--- config.mk ---
export PLATFORM = sky130hd
export DESIGN_NAME = baccarat_deal_ctrl
export DESIGN_NICKNAME = d
export VERILOG_FILES = /design/src/rtl/baccarat_deal_ctrl.sv
export SDC_FILE = /design/constraint.sdc
export NUM_CORES = 1
export LEC_CHECK = 0
export ABC_AREA = 1
export BUFFER_PORTS_ARGS = -buffer_cell sky130_fd_sc_hd__buf_2
export CAP_MARGIN = 20
export CORE_MARGIN = 1.5
export CORE_UTILIZATION = 40
export CTS_CLUSTER_SIZE = 24
export DETAILED_ROUTE_END_ITERATION = 10
export PLACE_DENSITY = 0.67
export SLEW_MARGIN = 20
export SYNTH_ARGS = -nofsm -noshare
export SYNTH_HDL_FRONTEND = slang
export SYNTH_SLANG_ARGS = --single-unit
--- constraint.sdc ---
create_clock -name slow_clock -period 1.7 [get_ports slow_clock]
set_clock_uncertainty 0.15 [all_clocks]
set_input_delay 0.085 -clock slow_clock [delete_from_list [all_inputs] [get_ports slow_clock]]
set_output_delay 0.085 -clock slow_clock [all_outputs]
set_load 0.1 [all_outputs]
--- src/rtl/baccarat_deal_ctrl.sv ---
// Baccarat hand sequencer: deals four cards, applies the third-card
// rules, then shows the winner until the next reset.
module baccarat_deal_ctrl (
  input  logic       slow_clock,
  input  logic       reset,
  input  logic [3:0] pscore,
  input  logic [3:0] dscore,
  input  logic [3:0] pcard3,
  output logic       load_pcard1,
  output logic       load_pcard2,
  output logic       load_pcard3,
  output logic       load_dcard1,
  output logic       load_dcard2,
  output logic       load_dcard3,
  output logic       player_win_light,
  output logic       dealer_win_light,
  output logic       done
);

  typedef enum logic [3:0] {
    IDLE   = 4'd0,
    P1     = 4'd1,
    D1     = 4'd2,
    P2     = 4'd3,
    D2     = 4'd4,
    EVAL   = 4'd5,
    P3     = 4'd6,
    EVAL_D = 4'd7,
    D3     = 4'd8,
    DONE   = 4'd9
  } state_t;

  state_t     state;
  state_t     state_nxt;
  logic [3:0] p3_val;
  logic       natural;
  logic       player_low;
  logic       dealer_low;
  logic       banker_draw;

  // Face cards and tens count as zero in the banker table.
  always_comb begin
    p3_val = (pcard3 > 4'd9) ? 4'd0 : pcard3;
  end

  // Opening-hand predicates used by EVAL.
  always_comb begin
    natural = (pscore == 4'd8) || (pscore == 4'd9) ||
              (dscore == 4'd8) || (dscore == 4'd9);
    player_low = (pscore <= 4'd5);
    dealer_low = (dscore <= 4'd5);
  end

  // Banker third-card table after the player has drawn.
  always_comb begin
    banker_draw = 1'b0;
    unique case (1'b1)
      (dscore <= 4'd2):
        banker_draw = 1'b1;
      (dscore == 4'd3):
        banker_draw = (p3_val != 4'd8);
      (dscore == 4'd4):
        banker_draw = (p3_val >= 4'd2) &&
                      (p3_val <= 4'd7);
      (dscore == 4'd5):
        banker_draw = (p3_val >= 4'd4) &&
                      (p3_val <= 4'd7);
      (dscore == 4'd6):
        banker_draw = (p3_val >= 4'd6) &&
                      (p3_val <= 4'd7);
      default:
        banker_draw = 1'b0;
    endcase
  end

  // Next-state: fixed deal order, then the drawing rules.
  always_comb begin
    state_nxt = IDLE;
    case (state)
      IDLE:   state_nxt = P1;
      P1:     state_nxt = D1;
      D1:     state_nxt = P2;
      P2:     state_nxt = D2;
      D2:     state_nxt = EVAL;
      EVAL: begin
        if (natural)
          state_nxt = DONE;
        else if (player_low)
          state_nxt = P3;
        else if (dealer_low)
          state_nxt = D3;
        else
          state_nxt = DONE;
      end
      P3:     state_nxt = EVAL_D;
      EVAL_D: state_nxt = banker_draw ? D3 : DONE;
      D3:     state_nxt = DONE;
      DONE:   state_nxt = DONE;
      default: state_nxt = IDLE;
    endcase
  end

  // State register with outputs registered from the next state.
  always_ff @(posedge slow_clock) begin
    if (reset) begin
      state       <= IDLE;
      load_pcard1 <= 1'b0;
      load_pcard2 <= 1'b0;
      load_pcard3 <= 1'b0;
      load_dcard1 <= 1'b0;
      load_dcard2 <= 1'b0;
      load_dcard3 <= 1'b0;
      done        <= 1'b0;
    end else begin
      state       <= state_nxt;
      load_pcard1 <= (state_nxt == P1);
      load_pcard2 <= (state_nxt == P2);
      load_pcard3 <= (state_nxt == P3);
      load_dcard1 <= (state_nxt == D1);
      load_dcard2 <= (state_nxt == D2);
      load_dcard3 <= (state_nxt == D3);
      done        <= (state_nxt == DONE);
    end
  end

  // Lights follow the live scores so a final dealer card is counted.
  always_comb begin
    player_win_light = done && (pscore >= dscore);
    dealer_win_light = done && (dscore >= pscore);
  end

endmodule

==> flow_summary.ini, run 1 <==
[placement]
gp_congestion = 0.8257
hpwlAfterDp_um = 1081
port_buffers = 22

[routing]
drc = 0
ant_nets = 0
avgRoutedWirePerCell_um = 9.338
totalWireLength_um = 1270
firstDrtPassIters = 4
dr_total_vias = 639
drt_iter0_markers = 12
via_per_inst = 4.699

[synthesis]
postSynthAreaPerCell_sq_um = 6.788
seq_area_frac_synth = 0.3451
ys_ff_latch = 11
synthDominantCellAreaShare = 0.3451
yosysTopAreaCell = dfxtp_1
netlist_area_sq_um = 638.1
synth_top_cells_by_area = dfxtp_1 35%, nand2_1 10%, nand3_1 9.4%, inv_1 9.4%, ha_1 7.8%
netlist_instances = 94
yosysWarnings = 0
synth_cell_types = 19
syn-num-nets = 112

[clock_tree]
ctsResizeCount = 0
holdBufCountCts = 1
htreeDepth = 1
clk_latency_ns = 0.26
postCtsSetupBuffers = 0
cts-root-buf = clkbuf_4
cts_made_buffers = 3
clockBufferDepth = 2
clkTransAtPathRegs_ns = 0.06
cts_tree = done
numClockSinks = 11

[floorplan]
dieHeight_um = 42.94
core_area_sq_mm = 0.001506
dieArea_sq_mm = 0.001844
initial_core_util = 0.4236
die_w_um = 42.94
io_pins = 23
num_rows = 14

[final_layout]
final_cell_mix = 20 x buf_2, 17 x nand2_1, 15 x inv_1, 12 x nand3_1
antenna_cells = 0
fin_nets = 139
utilization = 0.5598
layout_commonest_cell = buf_2
synthToLayoutAreaGrowth_pct = 32.16
fillers = 150
layout-drive-gt1-share = 0.3167

[global_route]
grt_pass1_vias = 593
antenna_found_initial = 0
grt_first_pass_wirelength_um = 2235
grt_overflow = 0
grt_use_total = 0.1645
grt_max_degree = 10

[timing]
final_max_slew_viol_count = 0
rsz0062_at_grt = no
max_slew_margin = 0.6791
fin_setup_tns_ns = 0
worst_pin_slew_ns = 0.4847
max_freq_mhz = 639.8
period_needed_ns = 1.563
hold_viol_final = 0
fin_crit_sh = 0.9195
setup_viol = 0

[run]
maxCapViolCount = 0

[power_and_ir_drop]
powerDensity_mw_per_mm2 = 735.3
sequentialPowerShare = 0.452
p_int_w = 0.0004124
peakVddDrop_mv = 0.6695
power_leakage_nw = 0.4532
combPwrFrac = 0.276
clockPowerShare = 0.273
p_switching_w = 0.0002077
switching_share = 0.3349

[critical_path]
crit_arrival_ns = 1.33
worst-setup-path-type = in -> out
required_ns = 1.46
worstPathMaxFanout = 2
end_kind = output pin
cp-start-kind = input port

[hold_path]
hold_class = in -> reg

[status]
outcome = finished, final reports clean
-- logic make-up after synthesis --
group | synth area share
buffers and inverters | 0.1176
adders and majority gates | 0.07843
AOI/OAI and AO/OA | 0.1059
DFF | 0.3451
and+or+nand+nor | 0.3530
-- final timing paths --
path | endpoint | cells past startpoint | slack (ns) | from
setup / recovery | dealer_win_light | 8 | 0.14 | pscore[3]
setup reg to reg | load_dcard3 | 6 | 0.40 | state[0]
hold reg to reg | load_pcard2 | 2 | 0.35 | state[1]
hold / removal | done | 5 | 0.11 | dscore[3]
-- sequential cells by signal, summed over array words and instances (netlist names) --
signal       cells
state            4
done             1
load_dcard1      1
load_dcard2      1
load_dcard3      1
load_pcard1      1
load_pcard2      1
load_pcard3      1
-- stage by stage --
step	std cells	power, W	setup slack, ns	hold slack (ns)	instance area (sq um)
after global routing	136	0.0006639	0.003572	0.1372	843.3
after CTS	136	0.0006277	0.1203	0.1057	843.3
after global placement	131	0.0004521	0.1551	0.2150	807.0
after floorplan	94	0.0004135	0.1278	0.2221	650.6
final	136	0.0006201	0.1369	0.1084	843.3
after detailed placement	131	0.0004551	0.1209	0.2155	807.0
-- final cells by class --
class	instances	area, sq um	share of cell area
inverters	19	71.32	0.08457
flip-flops and latches	11	221.5	0.2626
multi-input cells	63	354.1	0.4199
clock buffers	4	26.28	0.03116
repair buffers	23	150.1	0.1780
well taps	16	20.02	0.02374
-- worst max-delay path, stage by stage --
cell and delay [ns]:
buf_2 0.09, inv_1 0.05, ha_1 0.29, nand2_1 0.07, o21ai_0 0.34, o21ai_0 0.15, inv_2 0.09, buf_12 0.17
-- routing by layer --
layer / wire length, um / global-route usage / vias up
met2: 569 / 0.2576 / 16
met3: 96 / 0.08085 / 2
met5: 0 / 0 / -
met4: 4 / 0.06061 / 0
li1: - / - / 350
met1: 600 / 0.1932 / 271
-- cells in the mapped netlist --
master / n
nor3_2: 1
inv_1: 16
inv_2: 3
nand3_2: 1
a21oi_2: 1
nand2_2: 3
dfxtp_1: 11
nand2_1: 17
nor2_1: 10
clkbuf_1: 1
a21oi_1: 5
a21boi_0: 1
nand3_1: 12
ha_1: 4
o21ai_0: 4
and3_1: 1
nor2_4: 1
a31oi_1: 1
nand3b_1: 1
-- power groups by stage --
stage / Combinational [W] / Sequential, W / Clock [W]
after floorplan: 0.0000798 / 0.000334 / 0
after global placement: 0.000167 / 0.000285 / 0
after detailed placement: 0.000170 / 0.000286 / 0
after CTS: 0.000172 / 0.000280 / 0.000176
after global routing: 0.000191 / 0.000281 / 0.000191
final: 0.000171 / 0.000280 / 0.000169
Note: power is estimated with default switching activity, not from simulation.
==> inputs of run 2 (changes only) <==
--- a/config.mk
+++ b/config.mk
@@ -8,11 +8,12 @@
 export ABC_AREA = 1
 export BUFFER_PORTS_ARGS = -buffer_cell sky130_fd_sc_hd__buf_2
 export CAP_MARGIN = 20
-export CORE_MARGIN = 1.5
+export CORE_MARGIN = 5
 export CORE_UTILIZATION = 40
 export CTS_CLUSTER_SIZE = 24
 export DETAILED_ROUTE_END_ITERATION = 10
 export PLACE_DENSITY = 0.67
+export RECOVER_POWER = 50
 export SLEW_MARGIN = 20
 export SYNTH_ARGS = -nofsm -noshare
 export SYNTH_HDL_FRONTEND = slang
==> flow_summary.ini, run 2 (synthesis gave the netlist of run 1 again) <==
[final_layout]
synthToLayoutAreaGrowth_pct = 30.20
antenna_cells = 0
fillers = 143
layout-drive-gt1-share = 0.2917
largest_register_ffs = 4
largest_register = state
fin_nets = 139
utilization = 0.5515
final_cell_mix = 17 x nand2_1, 17 x buf_2, 16 x inv_1, 13 x nand3_1, 11 x nor2_1

[critical_path]
cpPeakStageDelay_ns = 0.31
slowest_stage = ha_1
crit_arrival_ns = 1.28
worstPathMaxFanout = 2
cp_top_family = buffers and inverters
worst-setup-path-type = in -> out
rrSetupSlack_ns = 0.23
required_ns = 1.46
end_kind = output pin
worstPathCellList = buf_2 > inv_1 > ha_1 > nand2_1 > inv_1 > nand3_1 > inv_1 > o21ai_0 > inv_2 > buf_12
cp_common_cell = inv_1
timing.rr.start = state[3]
rr_worst_depth = 7
r2r-end = load_dcard3
cp-start-kind = input port
cp.buffers_inverters = 6

[clock_tree]
clockBufferDepth = 2
htreeDepth = 1
cts-root-buf = clkbuf_4
numClockSinks = 11
cts_tree = done
cts_made_buffers = 3
clkTransAtPathRegs_ns = 0.06
clk_latency_ns = 0.26

[global_route]
grt_max_degree = 10
grt_use_total = 0.1290
antenna_found_initial = 0
grt_overflow = 0
grt_first_pass_wirelength_um = 2580
grt_pass1_vias = 632

[hold_path]
min_delay_path_depth = 6
hold_end = load_dcard3
hp-start = dscore[3]
hold_class = in -> reg

[floorplan]
die_w_um = 49.94
num_rows = 14
dieHeight_um = 49.94
io_pins = 23
dieArea_sq_mm = 0.002494
core_area_sq_mm = 0.001506
initial_core_util = 0.4236

[power_and_ir_drop]
power_leakage_nw = 0.4503
peakVddDrop_mv = 0.4705
sequentialPowerShare = 0.453
p_switching_w = 0.0002058
powerDensity_mw_per_mm2 = 744.0
switching_share = 0.3329
clockPowerShare = 0.272
p_int_w = 0.0004124
combPwrFrac = 0.276

[timing]
max_freq_mhz = 658.1
fin_crit_sh = 0.8938
period_needed_ns = 1.520
setup_viol = 0
worst_pin_slew_ns = 0.5425
rsz0062_at_grt = no
max_slew_margin = 0.6399
fin_setup_tns_ns = 0
final_max_slew_viol_count = 0
hold_viol_final = 0

[routing]
avgRoutedWirePerCell_um = 10.32
drc = 0
ant_nets = 0
totalWireLength_um = 1403
firstDrtPassIters = 4
via_per_inst = 4.846
dr_total_vias = 659
drt_iter0_markers = 13

[status]
outcome = finished, final reports clean

[placement]
gp_congestion = 0.8913
port_buffers = 22
hpwlAfterDp_um = 1196

[run]
maxCapViolCount = 0
[run 2: power groups by stage]
stage	Combinational [W]	Sequential [W]	Clock [W]
3_5_place_dp	0.000171	0.000286	0
2_1_floorplan	0.0000798	0.000334	0
3_3_place_gp	0.000167	0.000285	0
5_1_grt	0.000189	0.000282	0.000202
4_1_cts	0.000173	0.000280	0.000175
6_report	0.000171	0.000280	0.000168
[run 2: worst reg2reg max path, delay by kind of cell, from the launching register on]
family,cells,cell delay [ns]
buffers and inverters,1,0.10
AND/OR/NAND/NOR,6,0.79
flip-flops,1,0.33
[run 2: repair_timing]
action                                 4_1_cts  5_1_grt
endpoints found under the hold margin        8        0
buffers inserted                             0        0
setup endpoints to repair                    0        1
hold buffers                                 1        0
resized for setup                            0        1
[run 2: worst max path at each step]
stage / from / to / cells past startpoint
final: pscore[3] / dealer_win_light / 10
after global routing: pscore[3] / dealer_win_light / 10
after CTS: pscore[3] / dealer_win_light / 8
after detailed placement: pscore[3] / dealer_win_light / 8
after global placement: pscore[1] / dealer_win_light / 8
after floorplan: done / player_win_light / 1
[run 2: per-layer routing]
metal  vias to the layer above  wire, um  share of wire  global-route usage
li1                        351         -              -                   -
met1                       292       599           0.43              0.1465
met2                        16       722           0.51              0.2203
met3                         0        81          0.058             0.05723
met4                         0         0              0             0.02620
met5                         -         0              0                   0
[run 2: through the flow]
step / worst slack (ns) / area, sq um / hold WS [ns] / instances / power (W)
floorplan: 0.1278 / 650.6 / 0.2221 / 94 / 0.0004135
global placement: 0.1754 / 807.0 / 0.2133 / 131 / 0.0004516
detailed placement: 0.1079 / 807.0 / 0.2228 / 131 / 0.0004563
CTS: 0.09733 / 843.3 / 0.1046 / 136 / 0.0006282
global route: 0.04412 / 830.8 / 0.1212 / 136 / 0.0006728
finish: 0.1805 / 830.8 / 0.1046 / 136 / 0.0006181
[run 2: final cells by class]
class | instances | area, sq um | share of cell area
multi-input cells | 63 | 341.6 | 0.4111
flip-flops and latches | 11 | 221.5 | 0.2666
repair buffers | 23 | 150.1 | 0.1807
inverters | 19 | 71.32 | 0.08584
clock buffers | 4 | 26.28 | 0.03163
well taps | 16 | 20.02 | 0.02410
